<file path="config.mk">
export PLATFORM = sky130hd
export DESIGN_NAME = serial_debug_node
export DESIGN_NICKNAME = d
export VERILOG_FILES = /design/src/rtl/serial_debug_node.sv
export SDC_FILE = /design/constraint.sdc
export NUM_CORES = 2
export LEC_CHECK = 0
export BUFFER_PORTS_ARGS = -buffer_cell sky130_fd_sc_hd__buf_2
export CAP_MARGIN = 30
export CORE_AREA = 2 2 255 257
export DETAILED_ROUTE_END_ITERATION = 12
export DIE_AREA = 0 0 257 259
export PLACE_DENSITY = 0.72
export SETUP_SLACK_MARGIN = 0.4
export SLEW_MARGIN = 20
export SYNTH_ARGS = -nofsm -noshare
export SYNTH_HDL_FRONTEND = slang
export SYNTH_SLANG_ARGS = --single-unit
</file>
<file path="constraint.sdc">
create_clock -name clk -period 2.45 [get_ports clk]
set_input_delay 0.1225 -clock clk [delete_from_list [all_inputs] [get_ports clk]]
set_output_delay 0.1225 -clock clk [all_outputs]
set_load 0.1 [all_outputs]
</file>
<file path="src/rtl/serial_debug_node.sv">
// Daisy-chain debug node on a two-wire serial ring: it receives 144-bit frames, handles
// enumeration, identity/debug reads and writes for its own address, and forwards every frame.
module serial_debug_node (
    input  logic         clk,
    input  logic         rst_n,
    input  logic [7:0]   prescaler,
    input  logic         rx_data,
    input  logic         rx_clk,
    output logic         tx_data,
    output logic         tx_clk,
    input  logic [127:0] identity,
    input  logic [127:0] debug_outgoing_data,
    output logic [127:0] debug_incoming_data,
    output logic         debug_incoming_tgl
);

    localparam logic [14:0] BCAST_ADDR = 15'h7FFF;
    localparam logic [7:0]  LAST_BIT   = 8'd143;
    localparam logic [7:0]  CMD_IDENT  = 8'h00;
    localparam logic [7:0]  CMD_DEBUG  = 8'hFF;

    logic [2:0]   rx_clk_sync_q;
    logic [1:0]   rx_data_sync_q;
    logic [143:0] rx_sr_q, rx_sr_d;
    logic [7:0]   rx_cnt_q, rx_cnt_d;
    logic [15:0]  idle_cnt_q, idle_cnt_d;
    logic [143:0] rx_frame_q, rx_frame_d;
    logic         rx_done_q, rx_done_d;

    logic [14:0]  my_addr_q, my_addr_d;
    logic         addr_valid_q, addr_valid_d;
    logic [127:0] dbg_in_q, dbg_in_d;
    logic         tgl_q, tgl_d;

    logic [143:0] pend_q, pend_d;
    logic         pend_valid_q, pend_valid_d;

    logic [143:0] tx_sr_q, tx_sr_d;
    logic [7:0]   tx_idx_q, tx_idx_d;
    logic [7:0]   tx_div_q, tx_div_d;
    logic         tx_busy_q, tx_busy_d;
    logic         tx_clk_q, tx_clk_d;
    logic         tx_data_q, tx_data_d;

    logic         rx_rise, rx_edge;
    logic [14:0]  f_addr;
    logic         f_rw;
    logic [7:0]   f_cmd;
    logic         addr_hit;
    logic [143:0] proc_frame;
    logic         tx_load;
    logic         accept;

    assign rx_rise = rx_clk_sync_q[1] & ~rx_clk_sync_q[2];
    assign rx_edge = rx_clk_sync_q[1] ^ rx_clk_sync_q[2];

    assign f_addr   = rx_frame_q[15:1];
    assign f_rw     = rx_frame_q[0];
    assign f_cmd    = rx_frame_q[23:16];
    assign addr_hit = addr_valid_q && (f_addr == my_addr_q);

    assign tx_load = pend_valid_q && !tx_busy_q;
    // A new frame may take the pending slot in the same cycle it is handed to the transmitter.
    assign accept  = rx_done_q && (!pend_valid_q || tx_load);

    always_comb begin
        proc_frame = rx_frame_q;
        if (f_addr == BCAST_ADDR) begin
            proc_frame[30:16] = rx_frame_q[30:16] + 15'd1;
        end else if (addr_hit && !f_rw) begin
            if (f_cmd == CMD_IDENT) begin
                proc_frame[143:16] = identity;
            end else if (f_cmd == CMD_DEBUG) begin
                proc_frame[143:16] = debug_outgoing_data;
            end
        end
    end

    always_comb begin
        rx_sr_d    = rx_sr_q;
        rx_cnt_d   = rx_cnt_q;
        idle_cnt_d = 16'd0;
        rx_frame_d = rx_frame_q;
        rx_done_d  = 1'b0;
        if (rx_rise) begin
            rx_sr_d = {rx_sr_q[142:0], rx_data_sync_q[1]};
            if (rx_cnt_q == LAST_BIT) begin
                rx_cnt_d   = 8'd0;
                rx_frame_d = {rx_sr_q[142:0], rx_data_sync_q[1]};
                rx_done_d  = 1'b1;
            end else begin
                rx_cnt_d = rx_cnt_q + 8'd1;
            end
        end else if (!rx_edge && rx_cnt_q != 8'd0) begin
            // Upstream went silent mid-frame: drop the partial frame after 65536 quiet cycles.
            if (idle_cnt_q == 16'hFFFF) begin
                rx_cnt_d = 8'd0;
            end else begin
                idle_cnt_d = idle_cnt_q + 16'd1;
            end
        end
    end

    always_comb begin
        my_addr_d    = my_addr_q;
        addr_valid_d = addr_valid_q;
        dbg_in_d     = dbg_in_q;
        tgl_d        = tgl_q;
        pend_d       = pend_q;
        pend_valid_d = pend_valid_q;
        if (tx_load) begin
            pend_valid_d = 1'b0;
        end
        if (accept) begin
            pend_d       = proc_frame;
            pend_valid_d = 1'b1;
            if (f_addr == BCAST_ADDR) begin
                my_addr_d    = rx_frame_q[30:16];
                addr_valid_d = 1'b1;
            end else if (addr_hit && f_rw) begin
                dbg_in_d = rx_frame_q[143:16];
                tgl_d    = ~tgl_q;
            end
        end
    end

    always_comb begin
        tx_sr_d   = tx_sr_q;
        tx_idx_d  = tx_idx_q;
        tx_div_d  = tx_div_q;
        tx_busy_d = tx_busy_q;
        tx_clk_d  = tx_clk_q;
        tx_data_d = tx_data_q;
        if (tx_load) begin
            tx_sr_d   = pend_q;
            tx_idx_d  = 8'd0;
            tx_div_d  = 8'd0;
            tx_busy_d = 1'b1;
            tx_clk_d  = 1'b0;
            tx_data_d = pend_q[143];
        end else if (tx_busy_q) begin
            if (tx_div_q == prescaler) begin
                tx_div_d = 8'd0;
                if (!tx_clk_q) begin
                    tx_clk_d = 1'b1;
                end else if (tx_idx_q == LAST_BIT) begin
                    tx_busy_d = 1'b0;
                    tx_clk_d  = 1'b0;
                    tx_data_d = 1'b0;
                end else begin
                    tx_idx_d  = tx_idx_q + 8'd1;
                    tx_sr_d   = {tx_sr_q[142:0], 1'b0};
                    tx_clk_d  = 1'b0;
                    tx_data_d = tx_sr_q[142];
                end
            end else begin
                tx_div_d = tx_div_q + 8'd1;
            end
        end
    end

    always_ff @(posedge clk or negedge rst_n) begin
        if (!rst_n) begin
            rx_clk_sync_q  <= '0;
            rx_data_sync_q <= '0;
            rx_sr_q        <= '0;
            rx_cnt_q       <= '0;
            idle_cnt_q     <= '0;
            rx_frame_q     <= '0;
            rx_done_q      <= 1'b0;
            my_addr_q      <= '0;
            addr_valid_q   <= 1'b0;
            dbg_in_q       <= '0;
            tgl_q          <= 1'b0;
            pend_q         <= '0;
            pend_valid_q   <= 1'b0;
            tx_sr_q        <= '0;
            tx_idx_q       <= '0;
            tx_div_q       <= '0;
            tx_busy_q      <= 1'b0;
            tx_clk_q       <= 1'b0;
            tx_data_q      <= 1'b0;
        end else begin
            rx_clk_sync_q  <= {rx_clk_sync_q[1:0], rx_clk};
            rx_data_sync_q <= {rx_data_sync_q[0], rx_data};
            rx_sr_q        <= rx_sr_d;
            rx_cnt_q       <= rx_cnt_d;
            idle_cnt_q     <= idle_cnt_d;
            rx_frame_q     <= rx_frame_d;
            rx_done_q      <= rx_done_d;
            my_addr_q      <= my_addr_d;
            addr_valid_q   <= addr_valid_d;
            dbg_in_q       <= dbg_in_d;
            tgl_q          <= tgl_d;
            pend_q         <= pend_d;
            pend_valid_q   <= pend_valid_d;
            tx_sr_q        <= tx_sr_d;
            tx_idx_q       <= tx_idx_d;
            tx_div_q       <= tx_div_d;
            tx_busy_q      <= tx_busy_d;
            tx_clk_q       <= tx_clk_d;
            tx_data_q      <= tx_data_d;
        end
    end

    assign tx_data             = tx_data_q;
    assign tx_clk              = tx_clk_q;
    assign debug_incoming_data = dbg_in_q;
    assign debug_incoming_tgl  = tgl_q;

endmodule

</file>
# ---- After elaboration in Yosys (flattened, before gate mapping)
# Index checks and enable logic that the tools add are counted.
dict set report totals {
  regBits 769
  inputBits 268
  out_inout_bits 131
  elab_cells 106
}
dict set report op_classes {
  addsub 5
  n_eq_ne 8
  muxes 43
  n_bitwise 5
  reduce_logical 26
}
# cell n
set op_table {}
lappend op_table {{$mux W143} 5}
lappend op_table {{$mux W128} 3}
lappend op_table {{$mux W113} 1}
lappend op_table {{$mux W8} 12}
lappend op_table {{$mux W16} 3}
lappend op_table {{$add A8 B1 Y8 const B} 3}
lappend op_table {{$eq A8 B8 Y1 const B} 3}
lappend op_table {{$mux W1} 18}
lappend op_table {{$add A16 B1 Y16 const B} 1}
lappend op_table {{$eq A16 B16 Y1 const B} 1}
lappend op_table {{$add A15 B1 Y15 const B} 1}
lappend op_table {{$eq A15 B15 Y1} 1}
lappend op_table {{$eq A15 B15 Y1 const B} 1}
lappend op_table {{$mux W15} 1}
lappend op_table {{$reduce_bool A2 Y1} 6}
lappend op_table {{$eq A8 B8 Y1} 1}
lappend op_table {{$logic_not A8 Y1} 1}
lappend op_table {{$reduce_and A2 Y1} 4}
lappend op_table {{$reduce_bool A8 Y1} 1}
lappend op_table {{$logic_and A1 B1 Y1} 6}
lappend op_table {{$reduce_and A3 Y1} 2}
lappend op_table {{$logic_not A1 Y1} 4}
lappend op_table {{$reduce_and A4 Y1} 1}
lappend op_table {{$not A1 Y1} 3}
lappend op_table {{other kinds (4)} 4}

# ---- Logic depth before layout (Yosys ltp)
dict set report logic_depth {
  word_depth 6
  mapped_depth 11
  ltp_nobuf 8
}

# ---- Worst setup path after synthesis
# OpenSTA, ideal clock, no wires.
dict set report synth_timing {
  path_type {register to register}
  from {reg tx_clk_q, in the netlist tx_clk}
  to {reg tx_sr_q[100]}
  setup_ps 124
  arrival_ps 2343
  path_slack_ps -17
  stages_incl_launch_ff 9
  path_buffers 3
  period_less_slack_ps 2467
  cell_sequence {dfrtp_1 nand2_1 nor3_1 nand2b_1 clkbuf_1 clkbuf_1 clkbuf_1 nand3_1 nand3_1}
}
dict set report synth_via {
  elab_chain_len 2
}
# item line
set synth_lines {}
lappend synth_lines {{from (decl)} 42} ;# logic tx_clk_q, tx_clk_d;
lappend synth_lines {{from (signal assigned)} 201} ;# tx_clk_q <= tx_clk_d;
lappend synth_lines {{$reduce_bool A2 Y1 (no line)} n/a}
lappend synth_lines {{$reduce_and A4 Y1 (no line)} n/a}
lappend synth_lines {{to (signal assigned)} 197} ;# tx_sr_q <= tx_sr_d;
lappend synth_lines {{to (decl)} 38} ;# logic [143:0] tx_sr_q, tx_sr_d;
# Every way passes these cells.
# A chain may end at the register's enable or synchronous reset.

# ---- Worst setup path in the final report
dict set report layout_timing {
  from {reg rx_frame_q[11]}
  to {reg dbg_in_q[25], in the netlist debug_incoming_data[25]}
}
dict set report layout_via {
  elab_chain_len 4
  elab_cells_between_ends 6
}
# item line
set layout_lines {}
lappend layout_lines {{from (decl)} 27} ;# logic [143:0] rx_frame_q, rx_frame_d;
lappend layout_lines {{from (signal assigned)} 189} ;# rx_frame_q <= rx_frame_d;
lappend layout_lines {{$eq A15 B15 Y1} 60} ;# assign addr_hit = addr_valid_q && (f_addr == my_addr_q);
lappend layout_lines {{$logic_and A1 B1 Y1} 60}
lappend layout_lines {{$logic_and A1 B1 Y1} 120} ;# end else if (addr_hit && f_rw) begin
lappend layout_lines {{$reduce_and A3 Y1 (no line) (*)} n/a}
lappend layout_lines {{to (signal assigned)} 193} ;# dbg_in_q <= dbg_in_d;
lappend layout_lines {{to (decl)} 32} ;# logic [127:0] dbg_in_q, dbg_in_d;
# Mark *: on every way between the ends. The rest lies on a longest branch, timed or not.

==> reports/summary.txt <==
unrepaired setup endpoints after global routing: yes
Final Wtd Congestion: 0.825
routed via count: 29000
fraction of layout cells with a size suffix above 1: 26.2%
final worst path period share: 98.7%
FF-to-FF setup slack: 30 ps
worst setup path start: rx_frame_q[11]
routing usage on met2: 47.9%
HPWL Detailed: 55.7 mm
Max Root-Sink Buffers: 3
vias in the first global route: 28500
count of final max-slew check failures: 0
antenna cells: 0
Final Hold Fails: 0
Mapped Area: 0.0343 mm²
crit path DAT: 2910 ps
hold path start: debug_outgoing_data[82]
min Tclk post-route: 2420 ps
endpoint of the worst hold path: pend_q[98]
H-tree depth: 3
Startpoint Class: flip-flop
Slew headroom: 40.1%
VDD IR-drop max: 571 µV
total grt overflow: 0
final core utilization: 68.8%
Final setup viols: 0
Fmax achieved: 0.414 GHz
root buffer cell: clkbuf_16
critical path class: reg2reg
Worst Hold Class: in2reg
Worst EP required: 2940 ps
drt total wl: 100 mm
hold path cells: 5
met1 Usage GRT: 38.3%
ys async rst share: 100%
DRT iter0 DRCs: 2933
fin area: 0.0439 mm²
clock-pin slew on the worst setup and hold paths: 60 ps
clk_lat worst skew: 620 ps
largest net degree at the start of global routing: 109
Area Growth Syn to Fin: 28.3%
number of synthesized flops with an enable pin: 0
Placed Area: 0.0377 mm²
first-pass GRT wire length: 154 mm
most common library cell in the layout ignoring fill and taps: nand2_1
I/O Pins: 399
status: complete, no violations
vias per cell: 5.72
Initial Utilization: 53.6%
DRC: 0
Avg Inst Size Synth: 9.63 µm²
reg2reg path depth: 10
sequential area share after synthesis: 56.2%
nets@finish: 4430
TritonRoute pass-1 iters: 6
CTS tree: done
#FFs+latches synth: 769
Port Buffers: 398
die span in y: 259 µm
YS warnings: 0
maxcap violations: 0
reg-to-reg endpoint: debug_incoming_data[25]
most frequent cells in the layout: nand2_1, dfrtp_1, buf_2
drt wl/cell: 19.7 µm
post-route antenna net violation count: 0
FP Rows: 93
Post-synth top flop: dfrtp_1
Leakage: 22.4 nW
worst slew pin tran: 899 ps
GR peak layer: met2
CTS Buf Count: 80
Total GRT Usage: 28.8%
worst-path maximum fanout: 7
Gate Count Post-Synth: 3556
initial antenna violation count: 1
distinct cell type count after synthesis: 47
Std-Cell Core Area: 0.0639 mm²
RR Startpoint: rx_frame_q[11]
Power Density: 642 mW/mm²
syn_nets: 3832
CTS Sinks: 769
Setup Skew: 33.7 ps
Die ar.: 0.0666 mm²
grt met3 use: 4.27%
Die W: 257 µm
Worst Setup End Kind: flip-flop
where the power goes:
part / internal [mW] / total, mW / switching (mW)
combinational: 0.979 / 2.01 / 1.03
clock: 7.35 / 12.4 / 5.08
sequential: 13.3 / 13.8 / 0.462
critical path: stages (launching register included):
cell	delay, ps
dfrtp_1	370
buf_4	130
nand4_1	180
nor4_4	370
buf_4	210
nor3_4	60
nand2_4	90
buf_12	140
buf_12	130
bufbuf_16	280
mux2_2	330
sequential cells by signal, indices dropped and copies added (netlist names), 2 cells and up:
signal / flops
pend_q: 144
rx_frame_q: 144
rx_sr_q: 143
tx_sr_q: 143
debug_incoming_data: 128
idle_cnt_q: 16
my_addr_q: 15
rx_cnt_q: 8
tx_div_q: 8
tx_idx_q: 8
rx_clk_sync_q: 3
rx_data_sync_q: 2
layer usage:
metal / vias to the layer above / share of wire, %
met5: - / 0
met4: 0 / 4.0
met3: 276 / 6.7
met2: 1223 / 48
met1: 14400 / 41
li1: 13200 / -
per-stage QoR:
step / hold slack, ps / setup TNS (ps) / setup WS, ps / std cells / power (mW)
2_1_floorplan: -173 / 0 / 340 / 3556 / 14.9
3_3_place_gp: 120 / 0 / 160 / 4680 / 15.7
3_5_place_dp: 121 / 0 / 100 / 4680 / 15.7
4_1_cts: 0.315 / 0 / 177 / 5037 / 28.3
5_1_grt: 41.0 / -1090 / -97.6 / 5074 / 29.2
6_report: 9.01 / 0 / 32.6 / 5074 / 28.2
cell usage after synthesis (all sizes together) (3+ instances only):
cell type	n	share of area (%)
nand4b	3	0.077
and2	3	0.055
a22oi	4	0.088
dfrtp	769	56
inv	9	0.099
nor2	228	2.5
nor3	11	0.16
and3	16	0.29
and4	3	0.077
a31oi	117	2.1
xor2	27	0.69
nor2b	5	0.091
a21oi	146	2.1
ha	8	0.29
clkbuf	178	2.0
a22o	6	0.15
nor4	6	0.11
mux2	271	8.9
buf	71	1.1
o21ai	158	2.3
mux2i	119	3.5
o31ai	4	0.088
nand3	178	2.6
xnor2	34	0.87
a221oi	4	0.10
nand2b	11	0.20
nand4	24	0.44
nand2	1124	12
worst max path at each step:
stage,endpoint,cells after the start
3_5_place_dp,pend_q[99],7
6_report,debug_incoming_data[25],10
5_1_grt,debug_incoming_data[3],10
2_1_floorplan,pend_q[131],9
4_1_cts,pend_q[70],7
3_3_place_gp,pend_q[89],7
cell type report:
type / instances / area, µm²
inverter: 9 / 36.3
clock inverter: 23 / 239
timing repair buffer: 764 / 6500
fill: 4539 / 19900
sequential: 769 / 19300
clock buffer: 124 / 2460
tap: 855 / 1070
multi-input combinational: 2530 / 14400
kinds of logic (layout without fill, tap and decap cells):
| logic type | Yosys count | in the layout | synth area share, % |
|---|---|---|---|
| muxes | 390 | 390 | 12.4 |
| adders and majority gates | 8 | 8 | 0.292 |
| buffers and inverters | 258 | 920 | 3.19 |
| xor gates and xnor gates | 61 | 61 | 1.56 |
| DFF | 769 | 769 | 56.2 |
| AOI/OAI and AO/OA | 450 | 450 | 7.28 |
| and+or+nand+nor | 1620 | 1621 | 19.1 |
repair_timing:
action | 4_1_cts | 5_1_grt
cloned | 25 | 7
setup endpoints to repair | 398 | 548
hold buffers | 130 | 0
resized for setup | 64 | 85
pin swaps | 17 | 20
setup buffers | 55 | 30
endpoints found under the hold margin | 381 | 0
(Power assumes the default switching activity.)
